$ cat config.mk
export PLATFORM = sky130hd
export DESIGN_NAME = bin2bcd_xs3_seq
export DESIGN_NICKNAME = d
export VERILOG_FILES = /design/src/rtl/bin2bcd_xs3_seq.sv
export SDC_FILE = /design/constraint.sdc
export NUM_CORES = 1
export LEC_CHECK = 0
export ABC_AREA = 1
export CAP_MARGIN = 25
export CELL_PAD_IN_SITES_DETAIL_PLACEMENT = 0
export CELL_PAD_IN_SITES_GLOBAL_PLACEMENT = 1
export CORE_UTILIZATION = 37
export CTS_CLUSTER_SIZE = 10
export DETAILED_ROUTE_END_ITERATION = 8
export PLACE_DENSITY = 0.76
export SETUP_SLACK_MARGIN = 0.05
export SYNTH_ARGS = -nofsm -noshare
export SYNTH_HDL_FRONTEND = slang
export SYNTH_SLANG_ARGS = --single-unit
$ cat constraint.sdc
create_clock -name clk -period 1.5 [get_ports clk]
set_input_delay 0.3 -clock clk [delete_from_list [all_inputs] [get_ports clk]]
set_output_delay 0.3 -clock clk [all_outputs]
set_load 0.01 [all_outputs]
$ cat src/rtl/bin2bcd_xs3_seq.sv
// Sequential binary to BCD / excess-3 converter (shift-and-add-3), one bit per clock,
// with valid/ready handshakes on the operand and result sides.
module bin2bcd_xs3_seq #(
  parameter int unsigned N      = 8,
  parameter int unsigned DIGITS = 3
) (
  input  logic                  clk,
  input  logic                  rst_n,
  input  logic                  in_valid,
  output logic                  in_ready,
  input  logic [N-1:0]          din,
  input  logic                  xs3_en,
  output logic                  out_valid,
  input  logic                  out_ready,
  output logic [4*DIGITS-1:0]   dout,
  output logic                  busy
);

  localparam int unsigned DW = 4 * DIGITS;
  localparam int unsigned CW = $clog2(N + 1);

  // True when N is legal and DIGITS decimal digits can hold 2^N-1.
  function automatic bit cfg_ok();
    longint unsigned p;
    if (N < 1 || N > 32) return 1'b0;
    if (DIGITS >= 10) return 1'b1;
    p = 64'd1;
    for (int unsigned i = 0; i < DIGITS; i++) p = p * 64'd10;
    return p > ((64'd1 << N) - 64'd1);
  endfunction

  generate
    if (!cfg_ok()) begin : g_cfg_err
      $fatal(1, "bin2bcd_xs3_seq: illegal N/DIGITS combination");
    end
  endgenerate

  typedef enum logic [1:0] {IDLE, SHIFT, DONE} state_t;

  state_t          state;
  logic            mode;
  logic [DW-1:0]   bcd;
  logic [N-1:0]    bin;
  logic [CW-1:0]   count;

  logic [DW-1:0]   adj;
  logic [DW-1:0]   bcd_nx;
  logic [N-1:0]    bin_nx;
  logic [DW-1:0]   xs3;

  // One double-dabble iteration plus the excess-3 view of its result.
  always_comb begin
    adj = '0;
    xs3 = '0;
    for (int i = 0; i < int'(DIGITS); i++) begin
      adj[4*i +: 4] = (bcd[4*i +: 4] >= 4'd5) ? bcd[4*i +: 4] + 4'd3 : bcd[4*i +: 4];
    end
    {bcd_nx, bin_nx} = {adj, bin} << 1;
    for (int i = 0; i < int'(DIGITS); i++) begin
      xs3[4*i +: 4] = bcd_nx[4*i +: 4] + 4'd3;
    end
  end

  always_ff @(posedge clk or negedge rst_n) begin
    if (!rst_n) begin
      state     <= IDLE;
      in_ready  <= 1'b1;
      out_valid <= 1'b0;
      busy      <= 1'b0;
      dout      <= '0;
      bcd       <= '0;
      bin       <= '0;
      count     <= '0;
      mode      <= 1'b0;
    end else begin
      case (state)
        IDLE: begin
          if (in_valid && in_ready) begin
            bin      <= din;
            mode     <= xs3_en;
            bcd      <= '0;
            count    <= CW'(N);
            state    <= SHIFT;
            in_ready <= 1'b0;
            busy     <= 1'b1;
          end
        end
        SHIFT: begin
          bcd   <= bcd_nx;
          bin   <= bin_nx;
          count <= count - CW'(1);
          if (count == CW'(1)) begin
            state     <= DONE;
            busy      <= 1'b0;
            out_valid <= 1'b1;
            dout      <= mode ? xs3 : bcd_nx;
          end
        end
        DONE: begin
          if (out_ready) begin
            state     <= IDLE;
            out_valid <= 1'b0;
            in_ready  <= 1'b1;
          end
        end
        default: state <= IDLE;
      endcase
    end
  end

endmodule

==> impl_metrics.tcl <==
set metrics [dict create \
    status "finished with violations" \
    violations "negative setup slack" \
    worst_slack_ns -0.06249 \
    cts_tree "yes" \
    cp_max_fo 3 \
    cp_num_buf_inv 0 \
    vias 1851 \
    place_inst 373 \
    syn2layout_area_growth_pct 38.19 \
    cp-start-kind "flop" \
    crit_path_frequent_cell "nand2_2" \
    numClockSinks 42 \
    hold_ws_ns 0.4593 \
    powerDensity_mw_per_mm2 2246 \
    reg2reg_from "bcd[4]$_DFFE_PN0P_" \
    track_usage 0.1779 \
    antenna_left 0 \
    rsz0062_at_grt "true" \
    cts-root-buf "clkbuf_8" \
    die_h_um 78.80 \
    initial_core_util 0.3891 \
    min_path_type "primary input to async pin" \
    worst-setup-path-type "flop to flop" \
    grtUsageMet3 0.03793 \
    setup_viol_count_final 7 \
    place_hpwl_um 3627 \
    cp_slowest_stage_delay_ns 0.42 \
    drive_gt1_frac 0.2866 \
    use_met1 0.2284 \
    slew_viol_final 0 \
    globalRouteOverflowTotal 0 \
    nets 336 \
    viasPerCell 4.795 \
    min_period_over_period 1.042 \
    core_region_area_mm2 0.005608 \
    use_met2 0.2983 \
    drt-total-wl_um 4856 \
    synth_edf_count 0 \
    r2r_end "dout[5]$_DFFE_PN0P_" \
    required_ns 1.69 \
    grt_max_degree 21 \
    synth_top_cells_by_count "nand2_1, dfrtp_1, inv_1, nand3_1, o21ai_0" \
    h-tree-depth 2 \
    hold_violations 0 \
    synth_nets 278 \
    syn_area_mm2 0.002182 \
    fin_crit_ns 1.562 \
    synth.area.top_cells "dfrtp_1, nand2_1, ha_1" \
    synth-seq-cells 42 \
    yosysTopAreaCellShare 0.4702 \
    synthFlopType "dfrtp_1" \
    crit_end "dout[5]$_DFFE_PN0P_" \
    portBuffers 27 \
    n_antenna_cell 0 \
    cp.arrival_ns 1.75 \
    cp_slowest_cell "dfrtp_1" \
    p_leak_nw 1.475 \
    avgSynthCellArea_um2 8.557 \
    drcViolationCount 0 \
    relSlewSlack 0.7271 \
    drtPass1Iterations 4 \
    num_rows 27 \
    die_x_um 78.80 \
    grt_pass1_vias 1849 \
    initialDrtViolationCount 77 \
    yosysMostFrequentCell "nand2_1" \
    path_depth 8 \
    yosys_warnings 0 \
    syn_inst 255 \
    routedWlPerCell_um 12.58 \
    gp_congestion 0.8081 \
    clockBufferDepth 2 \
    cts.clk_slew.worst_paths_ns 0.08 \
    tns_ns -0.2180 \
    path_cells "ha_1 > nand2_2 > nand3_2 > nand2_2 > nand2_2 > ha_4 > o21ai_1 > o22a_1" \
    crit_family "adder cells" \
    dieArea_mm2 0.006209 \
    grt_antenna_before_repair 0 \
    instances_no_fill 386 \
    synthArstFlopShare 1.000 \
    worstMarginPinSlew_ns 0.4094 \
    insertion_delay_ns 0.30 \
    fmax_ghz 0.6400 \
    seq_area_frac_synth 0.4822 \
    cts_buffers 5 \
    worstSetupStartpoint "bcd[4]$_DFFE_PN0P_" \
    finClkSkew_ns 0.006152 \
    ff2ff_setup_slack_ns -0.06 \
    grt_pass1_wl_um 8500 \
    max_cap_viol_count 0 \
    busiest_layer "met2" \
    yosysTopAreaCell "dfrtp_1" \
    synth.distinct_cells 26 \
    r2r_cells 8 \
    end_kind "flop" \
    ios 28 \
    ir_worst_vdd_mv 1.025 \
]
placed cells by master (no fill, tap or decap), types with 2 or more instances in the layout:
master and n:
nand3_1 16, nand2_1 56, a31oi_2 2, nand3_2 5
nand4_1 7, ha_4 5, inv_1 21, buf_4 26
buf_12 3, xor2_1 3, nand2_4 4, nor2_1 8
dfrtp_1 41, clkdlybuf4s50_1 11, dlygate4sd2_1 14, o21ai_0 16
o211ai_1 3, o21ai_1 4, nand2_2 12, clkbuf_8 6
a22oi_1 4, nor2_2 2, ha_2 2, nor2_4 2
o22ai_1 12, ha_1 3, o22a_1 2, inv_2 11
metrics by stage:
stage | cell area, um^2 | power, W | util | setup WS [ns]
after CTS | 2945 | 0.006678 | 0.5252 | -0.05965
after floorplan | 2255 | 0.004281 | - | -0.02803
final | 3015 | 0.006774 | 0.5377 | -0.06249
after detailed placement | 2799 | 0.005798 | 0.4991 | -0.1024
after global routing | 3015 | 0.007438 | 0.5377 | -0.1500
after global placement | 2799 | 0.005739 | 0.4991 | -0.09029
registers in the layout, indices dropped and copies added (netlist names):
| signal | count |
|---|---|
| bcd | 12 |
| bin | 8 |
| busy | 1 |
| count | 4 |
| dout | 12 |
| in_ready | 1 |
| mode | 1 |
| out_valid | 1 |
| state | 2 |
per-layer routing:
metal,wire length [um],up-vias
met5,0,-
met4,25,0
met3,92,2
met2,2358,15
met1,2380,873
li1,-,961
worst min path at each step:
stage,endpoint,cells after the start,slack [ns],start
final,count[0]$_DFFE_PN0P_,2,0.46,rst_n
after CTS,bin[0]$_DFFE_PN0P_,2,0.46,rst_n
after detailed placement,bin[3]$_DFFE_PN0P_,1,0.26,rst_n
after global placement,bin[1]$_DFFE_PN0P_,1,0.26,rst_n
after global routing,count[0]$_DFFE_PN0P_,2,0.49,rst_n
after floorplan,bcd[0]$_DFFE_PN0P_,0,0.004,rst_n
worst register-to-register path: stages (launching register included):
cell	delay [ns]
dfrtp_1	0.42
ha_1	0.22
nand2_2	0.09
nand3_2	0.11
nand2_2	0.08
nand2_2	0.06
ha_4	0.26
o21ai_1	0.05
o22a_1	0.16
kinds of logic after synthesis:
kind of cell	synth area share
flops	0.4822
compound gates	0.1267
simple gates	0.2443
fa+ha+maj	0.05734
buf+inv	0.07741
xor+xnor	0.01204
area by class of cell:
type                            count  area (um^2)
Multi-Input combinational cell    173         1125
Clock inverter                      2        12.51
Clock buffer                        6        82.58
Tap cell                           72        90.09
Sequential cell                    42         1052
Fill cell                         545         2592
Inverter                           33        128.9
Timing Repair Buffer               58        524.3
what timing repair did:
action | in CTS | in global routing
setup buffers | 3 | 1
resized for setup | 31 | 16
endpoints found under the hold margin | 14 | 0
pin swaps | 12 | 4
endpoints found under the setup margin | 25 | 13
hold buffers | 1 | 0
power breakdown:
group          leakage [nW]  internal, W  total, W  switching, W
Combinational         0.903      0.00185   0.00404       0.00218
Sequential            0.524      0.00164   0.00197      0.000334
Clock                0.0472     0.000370  0.000767      0.000397
No activity file was read; power rests on OpenSTA's default activity.
